`src/rtl/kws_accel_pkg.sv`:
```
// Shared types and widths for the keyword-spotting MAC accelerator datapath.
package kws_accel_pkg;

  localparam int LANES  = 4;   // int8 lanes per 32-bit command word
  localparam int ACT_W  = 8;   // activation / filter element width
  localparam int OFF_W  = 9;   // signed input offset width
  localparam int OPND_W = 10;  // activation + offset, signed
  localparam int PROD_W = 18;  // per-lane signed product
  localparam int SUM_W  = 20;  // four-lane signed sum
  localparam int ACC_W  = 32;  // accumulator / dividend width
  localparam int EXP_W  = 4;   // per-channel exponent code

  typedef enum logic [1:0] {
    OP_CLEAR  = 2'd0,
    OP_MAC4   = 2'd1,
    OP_FINISH = 2'd2,
    OP_RSVD   = 2'd3
  } op_e;

  typedef enum logic {
    ST_ACCUM  = 1'b0,
    ST_RESULT = 1'b1
  } state_e;

  // Sign-extend a four-lane sum onto the accumulator width.
  function automatic logic signed [ACC_W-1:0] sext_sum(input logic signed [SUM_W-1:0] s);
    return ACC_W'(s);
  endfunction

endpackage

```
`src/rtl/kws_mac4.sv`:
```
// Combinational four-lane (act + offset) * filt dot product, 20-bit signed result.
module kws_mac4
  import kws_accel_pkg::*;
(
  input  logic [LANES*ACT_W-1:0] act_i,
  input  logic [LANES*ACT_W-1:0] filt_i,
  input  logic [OFF_W-1:0]       offset_i,
  output logic signed [SUM_W-1:0] sum_o
);

  logic signed [PROD_W-1:0] prod_s [LANES];

  for (genvar g = 0; g < LANES; g++) begin : g_lane
    logic signed [OPND_W-1:0] opnd_s;
    logic signed [PROD_W-1:0] filt_s;

    // act in [-128,127] plus offset in [-256,255] always fits 10 bits signed
    assign opnd_s    = OPND_W'($signed(act_i[g*ACT_W +: ACT_W])) + OPND_W'($signed(offset_i));
    assign filt_s    = PROD_W'($signed(filt_i[g*ACT_W +: ACT_W]));
    assign prod_s[g] = PROD_W'(opnd_s) * filt_s;
  end

  // Sum the lane products; four 18-bit products cannot overflow 20 bits
  always_comb begin
    sum_o = '0;
    for (int i = 0; i < LANES; i++) begin
      sum_o = sum_o + SUM_W'(prod_s[i]);
    end
  end

endmodule

```
`src/rtl/kws_mac_accum.sv`:
```
// Bias-initialised int32 MAC accumulator with a one-deep product pipeline and
// a valid/ready result port feeding the requantizer.
module kws_mac_accum
  import kws_accel_pkg::*;
#(
  parameter int CNT_W = 16
) (
  input  logic                   clk,
  input  logic                   reset_n,
  input  logic                   cmd_valid,
  output logic                   cmd_ready,
  input  logic [1:0]             cmd_op,
  input  logic [LANES*ACT_W-1:0] cmd_act,
  input  logic [LANES*ACT_W-1:0] cmd_filt,
  input  logic [OFF_W-1:0]       input_offset,
  input  logic [ACC_W-1:0]       cmd_bias,
  input  logic [EXP_W-1:0]       cmd_exponent,
  output logic                   rsp_valid,
  input  logic                   rsp_ready,
  output logic [ACC_W-1:0]       dividend,
  output logic [ACC_W-1:0]       exponent,
  output logic [CNT_W-1:0]       mac_count
);

  state_e                   state_q;
  logic                     cmd_ready_q;
  logic                     rsp_valid_q;
  logic signed [SUM_W-1:0]  p1_sum_q;
  logic                     p1_valid_q;
  logic signed [ACC_W-1:0]  acc_q, acc_d;
  logic [EXP_W-1:0]         exp_q, exp_d;
  logic [CNT_W-1:0]         cnt_q, cnt_d;

  op_e                      op_s;
  logic                     accept_s;
  logic                     clear_s;
  logic signed [SUM_W-1:0]  mac_sum_s;

  assign op_s     = op_e'(cmd_op);
  // Commands are only offered while accumulating, so accept implies ST_ACCUM
  assign accept_s = cmd_valid && cmd_ready_q;
  assign clear_s  = accept_s && (op_s == OP_CLEAR);

  kws_mac4 u_mac4 (
    .act_i    (cmd_act),
    .filt_i   (cmd_filt),
    .offset_i (input_offset),
    .sum_o    (mac_sum_s)
  );

  // Accumulator next state: CLEAR wins and discards any in-flight product
  always_comb begin
    acc_d = acc_q;
    exp_d = exp_q;
    cnt_d = cnt_q;
    if (clear_s) begin
      acc_d = $signed(cmd_bias);
      exp_d = cmd_exponent;
      cnt_d = '0;
    end else if (p1_valid_q) begin
      acc_d = acc_q + sext_sum(p1_sum_q);
      if (cnt_q != {CNT_W{1'b1}}) begin
        cnt_d = cnt_q + CNT_W'(1);
      end else begin
        cnt_d = cnt_q;
      end
    end else begin
      acc_d = acc_q;
    end
  end

  // Control FSM, product stage and accumulator registers
  always_ff @(posedge clk or negedge reset_n) begin
    if (!reset_n) begin
      state_q     <= ST_ACCUM;
      cmd_ready_q <= 1'b1;
      rsp_valid_q <= 1'b0;
      p1_sum_q    <= '0;
      p1_valid_q  <= 1'b0;
      acc_q       <= '0;
      exp_q       <= '0;
      cnt_q       <= '0;
    end else begin
      acc_q <= acc_d;
      exp_q <= exp_d;
      cnt_q <= cnt_d;

      // Stage 1 only holds a product for the edge right after its MAC4
      p1_valid_q <= accept_s && (op_s == OP_MAC4);
      if (accept_s && (op_s == OP_MAC4)) begin
        p1_sum_q <= mac_sum_s;
      end else begin
        p1_sum_q <= p1_sum_q;
      end

      case (state_q)
        ST_ACCUM: begin
          if (accept_s && (op_s == OP_FINISH)) begin
            state_q     <= ST_RESULT;
            cmd_ready_q <= 1'b0;
            rsp_valid_q <= 1'b1;
          end else begin
            state_q     <= ST_ACCUM;
            cmd_ready_q <= 1'b1;
            rsp_valid_q <= 1'b0;
          end
        end
        ST_RESULT: begin
          if (rsp_ready) begin
            state_q     <= ST_ACCUM;
            cmd_ready_q <= 1'b1;
            rsp_valid_q <= 1'b0;
          end else begin
            state_q     <= ST_RESULT;
            cmd_ready_q <= 1'b0;
            rsp_valid_q <= 1'b1;
          end
        end
        default: begin
          state_q     <= ST_ACCUM;
          cmd_ready_q <= 1'b1;
          rsp_valid_q <= 1'b0;
        end
      endcase
    end
  end

  assign cmd_ready = cmd_ready_q;
  assign rsp_valid = rsp_valid_q;
  assign dividend  = acc_q;
  assign exponent  = {{(ACC_W-EXP_W){1'b0}}, exp_q};
  assign mac_count = cnt_q;

endmodule

```
`config.mk`:
```
export PLATFORM = sky130hd
export DESIGN_NAME = kws_mac_accum
export DESIGN_NICKNAME = d
export VERILOG_FILES = /design/src/rtl/kws_accel_pkg.sv /design/src/rtl/kws_mac4.sv /design/src/rtl/kws_mac_accum.sv
export SDC_FILE = /design/constraint.sdc
export NUM_CORES = 1
export LEC_CHECK = 0
export CAP_MARGIN = 20
export CORE_UTILIZATION = 65
export CTS_CLUSTER_SIZE = 14
export DETAILED_ROUTE_END_ITERATION = 10
export PLACE_DENSITY = 0.95
export SYNTH_ARGS = -nofsm -noshare
export SYNTH_HDL_FRONTEND = slang
export SYNTH_SLANG_ARGS = --single-unit
```
`constraint.sdc`:
```
create_clock -name clk -period 4.9 [get_ports clk]
set_input_delay 1.47 -clock clk [delete_from_list [all_inputs] [get_ports clk]]
set_output_delay 1.47 -clock clk [all_outputs]
set_load 0.02 [all_outputs]
```
==> results of run 1 <==
-- layer usage --
layer  GRT overflow  track usage (%)
met5              0            35.74
met1              1            73.82
met3              4            63.08
met2            164            89.79
met4            101            72.40
-- synth_stat cells, types with 10 or more instances --
cell,n,area (µm²)
a21o_1,23,172.7
a21oi_1,68,340.3
and2_1,170,1064
and3_1,10,62.56
buf_4,28,210.2
clkbuf_1,38,142.6
dfrtp_1,74,1852
fa_1,381,7627
ha_1,173,2165
inv_1,472,1772
mux2i_1,19,190.2
nand2_1,202,758.2
nand2b_1,27,168.9
nand3_1,20,100.1
nor2_1,78,292.8
nor2b_1,23,143.9
nor3_1,13,65.06
o21ai_0,45,225.2
o21ai_1,19,95.09
o21bai_1,13,97.59
xnor2_1,58,508.0
xor2_1,38,332.8
-- cell families after synthesis --
kind of cell	count (synthesis)
AOI/OAI and AO/OA	221
other	1
DFF	75
muxes	24
adders and majority gates	554
xor gates and xnor gates	96
buffers and inverters	545
and+or+nand+nor	585
-- metrics by stage --
stage / util (%) / cells / area [µm²] / worst slack [ns] / hold WS (ns)
after detailed placement: 80.25 / 2827 / 23220 / -5.410 / 0.4661
after global placement: 80.25 / 2827 / 23220 / -4.845 / 0.4584
after floorplan: - / 2128 / 19770 / -3.847 / 0.4498
after CTS: 84.41 / 2882 / 24420 / -4.601 / 0.4822
-- timing repair --
| action | in CTS |
|---|---|
| endpoints found under the setup margin | 19 |
| pin swaps | 114 |
| hold buffers | 0 |
| gates cloned | 1 |
| setup buffers | 39 |
| gates resized for setup | 149 |
==> run_results.csv, run 1 <==
group,metric,value,unit
clock_tree,htree_levels,3,
synthesis,synth_edf_count,0,
synthesis,async_reset_ff_share,100.0,%
synthesis,synth_compound_area_share,7.186,%
synthesis,yosysWarningCount,0,
global_routing,grt_first_pass_wirelength,168.0,mm
global_routing,grt-ovfl-total,270,
synthesis,synth_seq_cells,75,
synthesis,yosys.area_share.simple,15.42,%
clock_tree,cts_made_buffers,9,
synthesis,synth-seq-area-share,9.744,%
placement,dp_hpwl,53.52,mm
run_status,haltStage,"5_1_grt",
synthesis,synthMuxAreaShare,1.298,%
synthesis,synth_cell_type_count,68,
floorplan,die_h,174.2,µm
placement,io_buffer_count,168,
floorplan,rows,62,
floorplan,start_util,66.61,%
run_status,status,"stopped before the end",
synthesis,ys.flop_type,"dfrtp_1",
global_routing,track_usage,74.76,%
floorplan,ios,197,
synthesis,synth_top_family_by_area,"adder cells",
synthesis,synthCells,2101,
clock_tree,cts_buffer_depth,2,
synthesis,postSynthAreaPerCell,9.173,µm²
clock_tree,clock_sinks,75,
synthesis,syn_area,0.01927,mm²
global_routing,grt_start_max_net_pins,77,
synthesis,synth_xor_area_share,4.363,%
placement,gp_congestion,0.9619,
floorplan,die_w,174.2,µm
clock_tree,root_buffer,"clkbuf_16",
synthesis,synthAdderAreaFrac,50.80,%
global_routing,grt_pass1_vias,24810,
run_status,tool.error,"[ERROR GRT-0116] Global routing finished with congestion. Check the congestion regions in the DRC Viewer.",
==> run 2: changes to the inputs <==
--- a/config.mk
+++ b/config.mk
@@ -6,10 +6,9 @@
 export NUM_CORES = 1
 export LEC_CHECK = 0
 export CAP_MARGIN = 20
-export CORE_UTILIZATION = 65
-export CTS_CLUSTER_SIZE = 14
+export CORE_UTILIZATION = 40
 export DETAILED_ROUTE_END_ITERATION = 10
-export PLACE_DENSITY = 0.95
+export PLACE_DENSITY_LB_ADDON = 0.15
 export SYNTH_ARGS = -nofsm -noshare
 export SYNTH_HDL_FRONTEND = slang
 export SYNTH_SLANG_ARGS = --single-unit
==> run 2 against run 1 <==
The flow now finishes, with violations (setup timing). Synthesized cell count stayed put. Synthesized area is the same.
==> run_results.csv, run 2 <==
group,metric,value,unit
floorplan,core_region_area,0.04765,mm²
synthesis,yosysWarningCount,0,
min_path,min_to,"exp_q[3]",
clock_tree,cts_made_buffers,9,
synthesis,ys.flop_type,"dfrtp_1",
synthesis,synth-seq-area-share,9.744,%
cells_and_area,regArea,0.001879,mm²
clock_tree,clock_sinks,75,
floorplan,dieArea,0.04906,mm²
clock_tree,cts_tree,"built",
floorplan,ios,197,
run_status,failed_checks,"setup timing",
timing,fin_skew,0.008605,ns
critical_path,max_stage_delay,0.58,ns
global_routing,grtUsageMet3,2.160,%
clock_tree,cts_buffer_depth,2,
detailed_routing,routed_wl,51.90,mm
synthesis,synthCells,2101,
clock_tree,root_buffer,"clkbuf_16",
timing,hold_viol,0,
global_routing,antenna_found_initial,1,
global_routing,use_met2,40.23,%
critical_path,crit_required,5.12,ns
detailed_routing,dr.pass1.iters,6,
synthesis,async_reset_ff_share,100.0,%
timing,setup_viol,18,
critical_path,r2r_end,"dividend[28]",
detailed_routing,postRouteAntennaNets,0,
floorplan,start_util,40.45,%
synthesis,synth_cell_type_count,68,
synthesis,synth_most_common_cell,"inv_1",
floorplan,die_h,221.5,µm
timing,slew_viol_final,0,
synthesis,postSynthAreaPerCell,9.173,µm²
timing,min_period,9.002,ns
timing,tightest_slew,0.9630,ns
cells_and_area,multi_input_area,0.01628,mm²
timing,slew_headroom,35.80,%
flow_run,maxCapViolCount,0,
critical_path,endpoint_kind,"register",
cells_and_area,fin_nets,3194,
cells_and_area,layout_commonest_cell,"inv_1",
critical_path,crit_type,"input port to register",
detailed_routing,vias,14970,
clock_tree,htree_levels,3,
detailed_routing,wl_per_cell,16.50,µm
min_path,hp-start,"exp_q[3]",
cells_and_area,drive_gt1_share,20.24,%
critical_path,ff2ff_path_depth,12,
timing,setup_slack,-4.102,ns
global_routing,grt_use_met1,27.89,%
clock_tree,insertion_delay,0.35,ns
synthesis,syn_area,0.01927,mm²
synthesis,yosys-top-cells-area,"fa_1, ha_1, dfrtp_1",
placement,dp_slack,-5.058,ns
synthesis,synth_edf_count,0,
min_path,holdPathStages,2,
cells_and_area,nFillCells,4352,
floorplan,die_w,221.5,µm
global_routing,grt_start_max_net_pins,77,
timing,grt_setup_unrepaired,"true",
timing,max_freq,111.1,MHz
synthesis,synth_common_cells,"inv_1, fa_1, nand2_1",
synthesis,synth_seq_cells,75,
min_path,hp-class,"register to register",
timing,timing.hold.ws,0.4799,ns
cells_and_area,final_cell_mix,"inv_1, fa_1, buf_4",
placement,io_buffer_count,168,
timing,tns,-58.61,ns
critical_path,path_common_cell,"fa_1",
global_routing,gr-max-usage-layer,"met2",
floorplan,rows,80,
critical_path,r2r_setup_slack,1.82,ns
detailed_routing,drt-initial-drc-count,682,
synthesis,netlist.area_leader.share,39.57,%
critical_path,cp-start-kind,"input port",
detailed_routing,drc,0,
run_status,status,"finished with violations",
cells_and_area,final_util,52.52,%
global_routing,track_usage,22.02,%
cells_and_area,area_growth,29.82,%
timing,period_share,183.7,%
critical_path,crit_slowest_cell,"fa_2",
critical_path,path_max_fanout,5,
cells_and_area,largest_register_ffs,32,
global_routing,grt-ovfl-total,0,
placement,gp_congestion,0.8576,
global_routing,grt_pass1_vias,16550,
synthesis,synth_largest_area_cell,"fa_1",
global_routing,grt_first_pass_wirelength,85.10,mm
critical_path,rr_startpoint,"dividend[0]",
detailed_routing,avgViaCountPerCell,4.757,
placement,dp_hpwl,46.40,mm
clock_tree,path_clk_slew,0.06,ns
critical_path,worstPathArrival,9.23,ns
run 2: worst max path at each step:
stage | from | endpoint | slack (ns) | depth (start not counted)
6_report | input_offset[1] | p1_sum_q[18] | -4.10 | 34
5_1_grt | cmd_act[1] | p1_sum_q[18] | -4.43 | 33
4_1_cts | input_offset[1] | p1_sum_q[18] | -4.13 | 33
3_5_place_dp | input_offset[0] | p1_sum_q[18] | -5.06 | 36
3_3_place_gp | input_offset[0] | p1_sum_q[18] | -4.93 | 34
2_1_floorplan | cmd_act[24] | p1_sum_q[18] | -3.85 | 32
run 2: final cells by class:
class	instances	share of cell area [%]
clock buffers	11	0.9701
inverters	473	7.106
diodes	1	0.01000
repair buffers	458	16.04
clock inverters	5	0.2400
multi-input cells	1508	65.05
flip-flops and latches	75	7.511
well taps	615	3.075
run 2: repair_timing:
action	4_1_cts	5_1_grt
endpoints found under the setup margin	19	18
cloned	0	0
pin swaps	127	115
hold buffers	0	0
buffers inserted	42	18
gates resized for setup	120	77
run 2: cells by family after synthesis:
logic type / count (synthesis) / synth area share [%]
flops: 75 / 9.744
buf+inv: 545 / 11.17
xor+xnor: 96 / 4.363
mux: 24 / 1.298
other cells: 1 / 0.01946
simple gates: 585 / 15.42
fa+ha+maj: 554 / 50.81
compound gates: 221 / 7.187
run 2: per-layer routing:
layer / part of all wire [%] / up-vias
li1: - / 7199
met3: 3.1 / 66
met2: 51 / 288
met1: 44 / 7413
met5: 0 / -
met4: 2.0 / 0
run 2: per-stage QoR:
step	instances	area, µm²
after floorplan	2128	19770
after global placement	3072	23680
after detailed placement	3072	23680
after CTS	3128	24630
after global routing	3145	25020
final	3146	25020
run 2: worst max-delay path: cells and delay by family:
kind,cells,cell delay [ns]
buffers and inverters,10,0.93
adder cells (fa/ha/maj),10,4.53
AO/OA/AOI/OAI,10,1.70
AND/OR/NAND/NOR,2,0.33
XOR/XNOR,2,0.24
Power of run 2 is left out: the tool's default activity adds up to more than one toggle a clock period on the data nets, which glitch-free logic cannot reach.
